`src/rtl/cart_mux_pkg.sv`:
```
`default_nettype none
// ============================================================================
//  Module      : cart_mux_pkg
//  Description : Shared types, constants and group-walk helpers for the
//                cartridge-slot mux scheduler.
//                  state_t          - scheduler FSM states
//                  grp_t            - {valid, idx} result of a group search
//                  NUM_GROUPS       - number of mux groups (2-bit select)
//                  DEF_SETTLE/DEF_SAMPLE - default timing settings
//                  first_group()    - lowest enabled group in a mask
//                  next_group()     - lowest enabled group above cur
//                  has_next_group() - valid flag of next_group()
//  Revision    : 1.0 - initial release
// ============================================================================
package cart_mux_pkg;

    localparam int         NUM_GROUPS = 4;
    localparam logic [2:0] DEF_SETTLE = 3'd1;
    localparam logic [2:0] DEF_SAMPLE = 3'd2;

    typedef enum logic [1:0] {
        IDLE   = 2'd0,
        SETTLE = 2'd1,
        SAMPLE = 2'd2
    } state_t;

    typedef struct packed {
        logic       valid;
        logic [1:0] idx;
    } grp_t;

    // Lowest set bit of mask; valid=0 when the mask is empty.
    function automatic grp_t first_group(input logic [NUM_GROUPS-1:0] mask);
        grp_t r;
        r = '0;
        for (int i = NUM_GROUPS - 1; i >= 0; i--) begin
            if (mask[i]) begin
                r.valid = 1'b1;
                r.idx   = 2'(i);
            end
        end
        return r;
    endfunction

    // Lowest set bit of mask strictly above cur; valid=0 when none exists.
    function automatic grp_t next_group(input logic [NUM_GROUPS-1:0] mask,
                                        input logic [1:0]            cur);
        grp_t r;
        r = '0;
        for (int i = NUM_GROUPS - 1; i >= 0; i--) begin
            if (mask[i] && (i > int'(cur))) begin
                r.valid = 1'b1;
                r.idx   = 2'(i);
            end
        end
        return r;
    endfunction

    function automatic logic has_next_group(input logic [NUM_GROUPS-1:0] mask,
                                            input logic [1:0]            cur);
        grp_t r;
        r = next_group(mask, cur);
        return r.valid;
    endfunction

endpackage
`default_nettype wire

```
`src/rtl/cart_mux_if.sv`:
```
`default_nettype none
// ============================================================================
//  Module      : cart_mux_if
//  Description : Control/status bundle between the bus front-end (master)
//                and the mux scheduler (slave).
//                  RUN, GROUP_EN, SETTLE_CFG, SAMPLE_CFG, SNAP_REQ : to slave
//                  MUX_SEL, SAMPLE_EN, SAMPLE_LAST, FRAME_DONE,
//                  FRAME_CNT, SNAP_ACK                            : to master
//  Revision    : 1.0 - initial release
// ============================================================================
interface cart_mux_if;
    import cart_mux_pkg::*;

    logic                  RUN;
    logic [NUM_GROUPS-1:0] GROUP_EN;
    logic [2:0]            SETTLE_CFG;
    logic [2:0]            SAMPLE_CFG;
    logic                  SNAP_REQ;

    logic [1:0]            MUX_SEL;
    logic [NUM_GROUPS-1:0] SAMPLE_EN;
    logic [NUM_GROUPS-1:0] SAMPLE_LAST;
    logic                  FRAME_DONE;
    logic [7:0]            FRAME_CNT;
    logic                  SNAP_ACK;

    modport master (
        output RUN, GROUP_EN, SETTLE_CFG, SAMPLE_CFG, SNAP_REQ,
        input  MUX_SEL, SAMPLE_EN, SAMPLE_LAST, FRAME_DONE, FRAME_CNT, SNAP_ACK
    );

    modport slave (
        input  RUN, GROUP_EN, SETTLE_CFG, SAMPLE_CFG, SNAP_REQ,
        output MUX_SEL, SAMPLE_EN, SAMPLE_LAST, FRAME_DONE, FRAME_CNT, SNAP_ACK
    );

endinterface
`default_nettype wire

```
`src/rtl/cart_mux_timer.sv`:
```
`default_nettype none
// ============================================================================
//  Module      : cart_mux_timer
//  Description : Loadable down-counter with terminal-count flag. Shared by
//                the settle and sample phases: loading N gives N+1 cycles
//                until o_tc is seen.
//                  CLK, RESET_n : clock, async active-low reset
//                  i_load       : load i_load_val this edge
//                  i_load_val   : reload value
//                  o_count      : current count
//                  o_tc         : count is zero
//  Revision    : 1.0 - initial release
// ============================================================================
module cart_mux_timer #(
    parameter int WIDTH = 3
) (
    input  logic             CLK,
    input  logic             RESET_n,
    input  logic             i_load,
    input  logic [WIDTH-1:0] i_load_val,
    output logic [WIDTH-1:0] o_count,
    output logic             o_tc
);
    import cart_mux_pkg::*;

    logic [WIDTH-1:0] r_count;

    always_ff @(posedge CLK or negedge RESET_n) begin
        if (!RESET_n) begin
            r_count <= '0;
        end else if (i_load) begin
            r_count <= i_load_val;
        end else if (r_count != '0) begin
            r_count <= r_count - 1'b1;
        end
    end

    assign o_count = r_count;
    assign o_tc    = (r_count == '0);

endmodule
`default_nettype wire

```
`src/rtl/cart_mux_scheduler.sv`:
```
`default_nettype none
// ============================================================================
//  Module      : cart_mux_scheduler
//  Description : Programmable sequencer for the cartridge-slot signal mux.
//                Walks the enabled groups in ascending order, holds a settle
//                gap after every select change and then opens a per-group
//                sample window. Frame config is latched at frame start.
//                  CLK, RESET_n : clock, async active-low reset
//                  bus (slave)  : RUN/GROUP_EN/SETTLE_CFG/SAMPLE_CFG/SNAP_REQ
//                                 in; MUX_SEL/SAMPLE_EN/SAMPLE_LAST/
//                                 FRAME_DONE/FRAME_CNT/SNAP_ACK out
//  Revision    : 1.0 - initial release
// ============================================================================
module cart_mux_scheduler #(
    parameter int NUM_GROUPS = 4,
    parameter int MAX_SETTLE = 7,
    parameter int MAX_SAMPLE = 4
) (
    input  logic       CLK,
    input  logic       RESET_n,
    cart_mux_if.slave  bus
);
    import cart_mux_pkg::*;

    localparam int CNT_W = $clog2(MAX_SETTLE + 1);

    state_t                r_state, w_state_nxt;
    logic [1:0]            r_sel, w_sel_nxt;
    logic [NUM_GROUPS-1:0] r_mask, w_mask_nxt;
    logic [2:0]            r_settle, w_settle_nxt;
    logic [2:0]            r_samp_len, w_samp_len_nxt;
    logic [2:0]            w_cfg_len;

    logic                  w_ld;
    logic [CNT_W-1:0]      w_ld_val;
    logic [CNT_W-1:0]      w_cnt;
    logic                  w_tc;

    logic                  w_can_start, w_start, w_enter;
    grp_t                  w_first, w_next;
    logic                  w_more_after;

    logic [NUM_GROUPS-1:0] w_en_nxt, w_last_vec_nxt;
    logic                  w_last_nxt, w_done_nxt, w_pend_eff, w_ack_nxt;

    logic [NUM_GROUPS-1:0] r_sample_en, r_sample_last;
    logic                  r_frame_done, r_snap_ack, r_pend;
    logic [7:0]            r_frame_cnt;

    cart_mux_timer #(.WIDTH(CNT_W)) u_timer (
        .CLK        (CLK),
        .RESET_n    (RESET_n),
        .i_load     (w_ld),
        .i_load_val (w_ld_val),
        .o_count    (w_cnt),
        .o_tc       (w_tc)
    );

    always_ff @(posedge CLK or negedge RESET_n) begin
        if (!RESET_n) begin
            r_state    <= IDLE;
            r_sel      <= '0;
            r_mask     <= '0;
            r_settle   <= '0;
            r_samp_len <= '0;
        end else begin
            r_state    <= w_state_nxt;
            r_sel      <= w_sel_nxt;
            r_mask     <= w_mask_nxt;
            r_settle   <= w_settle_nxt;
            r_samp_len <= w_samp_len_nxt;
        end
    end

    always_comb begin
        // Sample length: 0 means 1, anything above MAX_SAMPLE saturates.
        if (bus.SAMPLE_CFG == 3'd0) begin
            w_cfg_len = 3'd1;
        end else if (int'(bus.SAMPLE_CFG) > MAX_SAMPLE) begin
            w_cfg_len = 3'(MAX_SAMPLE);
        end else begin
            w_cfg_len = bus.SAMPLE_CFG;
        end

        w_first     = first_group(bus.GROUP_EN);
        w_next      = next_group(r_mask, r_sel);
        w_can_start = bus.RUN && w_first.valid;

        w_state_nxt    = r_state;
        w_sel_nxt      = r_sel;
        w_mask_nxt     = r_mask;
        w_settle_nxt   = r_settle;
        w_samp_len_nxt = r_samp_len;
        w_start        = 1'b0;
        w_enter        = 1'b0;
        w_ld           = 1'b0;
        w_ld_val       = '0;

        case (r_state)
            IDLE: begin
                w_start = w_can_start;
            end
            SETTLE: begin
                if (w_tc) begin
                    w_state_nxt = SAMPLE;
                    w_ld        = 1'b1;
                    w_ld_val    = CNT_W'(r_samp_len - 3'd1);
                end
            end
            SAMPLE: begin
                if (w_tc) begin
                    if (w_next.valid) begin
                        w_sel_nxt = w_next.idx;
                        w_enter   = 1'b1;
                    end else if (w_can_start) begin
                        w_start = 1'b1;
                    end else begin
                        w_state_nxt = IDLE;
                    end
                end
            end
            default: begin
                w_state_nxt = IDLE;
            end
        endcase

        // Frame start relatches the live config before the first group entry.
        if (w_start) begin
            w_enter        = 1'b1;
            w_sel_nxt      = w_first.idx;
            w_mask_nxt     = bus.GROUP_EN;
            w_settle_nxt   = bus.SETTLE_CFG;
            w_samp_len_nxt = w_cfg_len;
        end

        // Entering a group: settle gap first unless it is zero.
        if (w_enter) begin
            w_ld = 1'b1;
            if (w_settle_nxt != 3'd0) begin
                w_state_nxt = SETTLE;
                w_ld_val    = CNT_W'(w_settle_nxt - 3'd1);
            end else begin
                w_state_nxt = SAMPLE;
                w_ld_val    = CNT_W'(w_samp_len_nxt - 3'd1);
            end
        end

        // Output strobes are precomputed from the next state so they can be
        // registered and still line up with the cycle they describe.
        w_more_after = has_next_group(w_mask_nxt, w_sel_nxt);
        w_last_nxt   = (w_state_nxt == SAMPLE) &&
                       (w_ld ? (w_ld_val == '0) : (w_cnt == CNT_W'(1)));
        w_en_nxt       = '0;
        w_last_vec_nxt = '0;
        if (w_state_nxt == SAMPLE) begin
            w_en_nxt[w_sel_nxt] = 1'b1;
        end
        if (w_last_nxt) begin
            w_last_vec_nxt[w_sel_nxt] = 1'b1;
        end
        w_done_nxt = w_last_nxt && !w_more_after;

        // Snapshot arms only at a frame start; the edge that closes the ack
        // cycle is ignored so the requester's lingering level is not reused.
        w_pend_eff = (w_start && !r_snap_ack) ? bus.SNAP_REQ
                                              : (r_pend && bus.SNAP_REQ);
        w_ack_nxt  = w_done_nxt && w_pend_eff;
    end

    always_ff @(posedge CLK or negedge RESET_n) begin
        if (!RESET_n) begin
            r_sample_en   <= '0;
            r_sample_last <= '0;
            r_frame_done  <= 1'b0;
            r_snap_ack    <= 1'b0;
            r_pend        <= 1'b0;
            r_frame_cnt   <= '0;
        end else begin
            r_sample_en   <= w_en_nxt;
            r_sample_last <= w_last_vec_nxt;
            r_frame_done  <= w_done_nxt;
            r_snap_ack    <= w_ack_nxt;
            r_pend        <= w_pend_eff && !w_ack_nxt;
            r_frame_cnt   <= r_frame_cnt + {7'd0, r_frame_done};
        end
    end

    assign bus.MUX_SEL     = r_sel;
    assign bus.SAMPLE_EN   = r_sample_en;
    assign bus.SAMPLE_LAST = r_sample_last;
    assign bus.FRAME_DONE  = r_frame_done;
    assign bus.FRAME_CNT   = r_frame_cnt;
    assign bus.SNAP_ACK    = r_snap_ack;

endmodule
`default_nettype wire

```
`src/flat_wrapper.sv`:
```
// flat-port wrapper written by rule: the top's interface ports become plain ports
module cart_mux_scheduler_flat import cart_mux_pkg::*;
#(
    parameter int NUM_GROUPS = 4,
    parameter int MAX_SETTLE = 7,
    parameter int MAX_SAMPLE = 4
)
  (CLK, RESET_n, bus_RUN, bus_GROUP_EN, bus_SETTLE_CFG, bus_SAMPLE_CFG, bus_SNAP_REQ, bus_MUX_SEL, bus_SAMPLE_EN, bus_SAMPLE_LAST, bus_FRAME_DONE, bus_FRAME_CNT, bus_SNAP_ACK);
  cart_mux_if bus_i ();
  input  logic CLK;
  input  logic RESET_n;
  input wire logic [$bits(bus_i.RUN)-1:0] bus_RUN;
  input wire logic [$bits(bus_i.GROUP_EN)-1:0] bus_GROUP_EN;
  input wire logic [$bits(bus_i.SETTLE_CFG)-1:0] bus_SETTLE_CFG;
  input wire logic [$bits(bus_i.SAMPLE_CFG)-1:0] bus_SAMPLE_CFG;
  input wire logic [$bits(bus_i.SNAP_REQ)-1:0] bus_SNAP_REQ;
  output wire logic [$bits(bus_i.MUX_SEL)-1:0] bus_MUX_SEL;
  output wire logic [$bits(bus_i.SAMPLE_EN)-1:0] bus_SAMPLE_EN;
  output wire logic [$bits(bus_i.SAMPLE_LAST)-1:0] bus_SAMPLE_LAST;
  output wire logic [$bits(bus_i.FRAME_DONE)-1:0] bus_FRAME_DONE;
  output wire logic [$bits(bus_i.FRAME_CNT)-1:0] bus_FRAME_CNT;
  output wire logic [$bits(bus_i.SNAP_ACK)-1:0] bus_SNAP_ACK;
  assign bus_i.RUN = bus_RUN;
  assign bus_i.GROUP_EN = bus_GROUP_EN;
  assign bus_i.SETTLE_CFG = bus_SETTLE_CFG;
  assign bus_i.SAMPLE_CFG = bus_SAMPLE_CFG;
  assign bus_i.SNAP_REQ = bus_SNAP_REQ;
  assign bus_MUX_SEL = bus_i.MUX_SEL;
  assign bus_SAMPLE_EN = bus_i.SAMPLE_EN;
  assign bus_SAMPLE_LAST = bus_i.SAMPLE_LAST;
  assign bus_FRAME_DONE = bus_i.FRAME_DONE;
  assign bus_FRAME_CNT = bus_i.FRAME_CNT;
  assign bus_SNAP_ACK = bus_i.SNAP_ACK;
  cart_mux_scheduler #(.NUM_GROUPS(NUM_GROUPS), .MAX_SETTLE(MAX_SETTLE), .MAX_SAMPLE(MAX_SAMPLE)) u_core (.CLK(CLK), .RESET_n(RESET_n), .bus(bus_i));
endmodule
```
`config.mk`:
```
export PLATFORM = sky130hd
export DESIGN_NAME = cart_mux_scheduler_flat
export DESIGN_NICKNAME = d
export VERILOG_FILES = /design/src/rtl/cart_mux_pkg.sv /design/src/rtl/cart_mux_if.sv /design/src/rtl/cart_mux_timer.sv /design/src/rtl/cart_mux_scheduler.sv /design/src/flat_wrapper.sv
export SDC_FILE = /design/constraint.sdc
export NUM_CORES = 1
export LEC_CHECK = 0
export CAP_MARGIN = 20
export CORE_ASPECT_RATIO = 1.2
export CORE_MARGIN = 5
export CORE_UTILIZATION = 50
export DETAILED_ROUTE_END_ITERATION = 16
export PLACE_DENSITY = 0.77
export SLEW_MARGIN = 10
export SYNTH_ARGS = -nofsm -noshare
export SYNTH_HDL_FRONTEND = slang
export SYNTH_SLANG_ARGS = --single-unit
```
`constraint.sdc`:
```
create_clock -name CLK -period 10.6 [get_ports CLK]
set_clock_uncertainty 0.2 [all_clocks]
set_input_delay 3.18 -clock CLK [delete_from_list [all_inputs] [get_ports CLK]]
set_output_delay 3.18 -clock CLK [all_outputs]
set_load 0.01 [all_outputs]
```
==> summary.txt <==
Power
  – Sequential power share: 34.2%
  – Psw: 0.2707 mW
  – Power Internal: 0.3796 mW
  – Peak supply drop: 0.1215 mV
  – Net Sw Frac: 41.62%
  – Leakage power: 1.078 nW
  – Combinational share of power: 51.2%
  – Clock power share: 14.6%
  – PwrDens: 261.3 nW/µm²

Setup path
  – Worst path cell trace: clkdlybuf4s50_1 -> o41a_2 -> nand2_4 -> mux2_2 -> a21oi_1 -> ha_1 -> a21oi_1 -> a21oi_1 -> o31ai_1 -> a21o_1 -> a2111o_1 -> o31a_1
  – Worst R2R Start: u_core.u_timer.o_count[0]$_DFFE_PN0P_
  – Crit-path slowest cell: o41a_2
  – Reg2reg path depth: 15
  – Crit-path max cell delay: 0.58 ns
  – Reg2reg setup slack: 6.93 ns
  – Setup crit end kind: flip-flop
  – Critical Path Most Common Cell: a21oi_1
  – Worst setup SP type: input pin
  – Critical Path RT: 10.58 ns
  – Worst EP arrival: 6.28 ns
  – Crit path max fanout: 15
  – Worst setup path class: input pin to flip-flop
  – Reg2reg end: u_core.r_pend$_DFF_PN0_

Hold path
  – Worst hold start: u_core.bus.FRAME_CNT[7]$_DFF_PN0_
  – Hold crit path type: flip-flop to flip-flop
  – Worst Hold Path EP: u_core.bus.FRAME_CNT[7]$_DFF_PN0_
  – WHS Path Cells: 1

Drt
  – Drt drc: 0
  – Vias: 1631
  – Initial DRC Count: 47
  – Vias per std cell: 5.663
  – Final wirelength: 4273 µm
  – Avg WL per Cell: 14.84 µm
  – Antenna Nets Post-Route: 0
  – Drt first pass iters: 4

GRT
  – Largest net degree at the start of global routing: 36
  – First-pass GRT wire length: 7293 µm
  – Vias in the first global route: 1586
  – Initial antenna violation count: 0
  – All-Layer GR Usage: 17.84%
  – Gr ovfl total: 0

Synth
  – Net Count, Synth: 216
  – Sequential area share after synthesis: 43.34%
  – Synth Area per Inst: 10.36 µm²
  – Most used flip-flop cell after synthesis: dfrtp_1
  – Ys async rst share: 100.0%
  – Mapped Cells: 195
  – #FFs+latches synth: 35
  – Cell Area, Synth: 2021 µm²
  – Post-synth top cells: dfrtp_1 (35), nor2_1 (19), a21oi_1 (16), nand2_1 (10), inv_1 (9)
  – Most common cell in the synthesized netlist: dfrtp_1
  – Share of the synthesized area in the top cell type: 43.34%
  – Synth area leaders: dfrtp_1 (43%), ha_1 (4.3%), a21oi_1 (4.0%)
  – Synth area leader: dfrtp_1
  – Cell variety after synth: 51
  – Number of synthesized flops with an enable pin: 0
  – Yosys warns: 0

Clock network
  – Clock Tree Buf Depth: 2
  – Post-CTS Setup Bufs: 0
  – Post-CTS Resized: 0
  – Root Driver: clkbuf_8
  – H-tree Lvls: 2
  – Reg clk slew, reported paths: 0.07 ns
  – Clk sinks: 35
  – TritonCTS clock tree: yes
  – # hold bufs at CTS: 0
  – Number of buffers created by CTS: 5
  – Worst skew pair latency: 0.29 ns

Floorplanning
  – # rows: 25
  – Starting density of the core: 51.27%
  – Die Y: 79.64 µm
  – Width of the die: 68.03 µm
  – Number of I/O pins: 34
  – Die area: 5418 µm²
  – Core Box Area: 3941 µm²

STA
  – Worst setup margin: 4.299 ns
  – Setup TNS: 0 ns
  – Slew @ Worst Pin: 0.6137 ns
  – Slew HR: 58.51%
  – Final setup fails: 0
  – Crit share post-route: 59.44%
  – Max Slew Vio Count: 0
  – Final min period: 6.301 ns
  – Hold Vio Cnt, Final: 0
  – RSZ-0062 raised after global routing: false
  – Fmax: 158.7 MHz

Run
  – Max_cap viols: 0

Layout
  – Final Util: 63.14%
  – Area Growth Syn to Fin: 23.16%
  – # nets final: 254
  – # diodes: 0
  – Share of cells above drive strength 1: 13.25%

Placed design
  – IO buf count: 33
  – Worst slack, placed: 4.011 ns
  – RePlAce Congestion: 0.8538
  – DP HPWL: 3318 µm

Outcome
  – Outcome: finished, final reports clean
registers in the layout, summed over array words and instances (netlist names):
register and count:
u_core.bus.FRAME_CNT 8, u_core.bus.FRAME_DONE 1, u_core.bus.MUX_SEL 2, u_core.bus.SAMPLE_EN 4, u_core.bus.SAMPLE_LAST 4, u_core.bus.SNAP_ACK 1, u_core.r_mask 3, u_core.r_pend 1
u_core.r_samp_len 3, u_core.r_settle 3, u_core.r_state 2, u_core.u_timer.o_count 3
per-layer routing:
metal | global-route usage (%) | share of wire, % | vias up
met5 | 0 | 0 | -
met4 | 9.940 | 3.2 | 0
met3 | 3.380 | 4.6 | 11
met2 | 28.35 | 49 | 40
met1 | 22.25 | 43 | 786
li1 | - | - | 794
cell usage in the layout, fill, tap and decap left out, types with 6 or more instances in the layout:
master / count
nand2b_1: 6
mux2_2: 7
nand2_1: 10
o21ai_0: 8
inv_1: 9
ha_1: 7
dfrtp_1: 35
nor2_1: 19
nor3_1: 8
a21oi_1: 16
clkdlybuf4s50_1: 33
power groups by stage:
stage / Sequential (mW) / Clock (mW) / Combinational, mW
floorplan: 0.213 / 0 / 0.250
global placement: 0.224 / 0 / 0.325
detailed placement: 0.224 / 0 / 0.333
CTS: 0.222 / 0.0972 / 0.335
global route: 0.228 / 0.104 / 0.371
finish: 0.222 / 0.0950 / 0.333
worst max-delay path: cells and delay by family:
family                     cells  cell delay [ns]
muxes                          1             0.37
and+or+nand+nor                1             0.18
buffers and inverters          1             0.51
adders and majority gates      1             0.17
AOI/OAI and AO/OA              8             1.86
kinds of logic (layout without fill, tap and decap cells):
family	Yosys count	count (layout)	share of synthesized area (%)
simple gates	64	64	18.14
compound gates	61	61	23.28
flops	35	35	43.34
buf+inv	12	51	2.786
fa+ha+maj	7	7	4.334
xor+xnor	8	8	3.467
mux	8	8	4.644
worst max-delay path by stage:
stage	slack [ns]	cells after the start	to	startpoint
floorplan	4.62	13	u_core.r_pend$_DFF_PN0_	bus_GROUP_EN[3]
global placement	4.08	12	u_core.r_pend$_DFF_PN0_	bus_GROUP_EN[3]
detailed placement	4.01	12	u_core.r_pend$_DFF_PN0_	bus_GROUP_EN[3]
CTS	4.30	12	u_core.r_pend$_DFF_PN0_	bus_GROUP_EN[3]
global route	4.14	12	u_core.r_pend$_DFF_PN0_	bus_GROUP_EN[3]
finish	4.30	12	u_core.r_pend$_DFF_PN0_	bus_GROUP_EN[3]
stage by stage:
step                hold WS [ns]  instances  power, mW  instance area [µm²]
global placement          0.2613        280     0.5488                 2404
global route              0.3109        288     0.7032                 2489
CTS                       0.2888        288     0.6537                 2489
finish                    0.2790        288     0.6503                 2489
detailed placement        0.2744        280     0.5562                 2404
floorplan                 0.2734        195     0.4629                 2021
cell type report:
cell class / count / area [µm²]
Clock buffer: 6 / 72.57
Fill cell: 331 / 1453
Clock inverter: 2 / 12.51
Multi-Input combinational cell: 148 / 1089
Inverter: 9 / 33.78
Sequential cell: 35 / 875.8
Timing Repair Buffer: 34 / 337.8
Tap cell: 54 / 67.56
(Power assumes the default switching activity.)
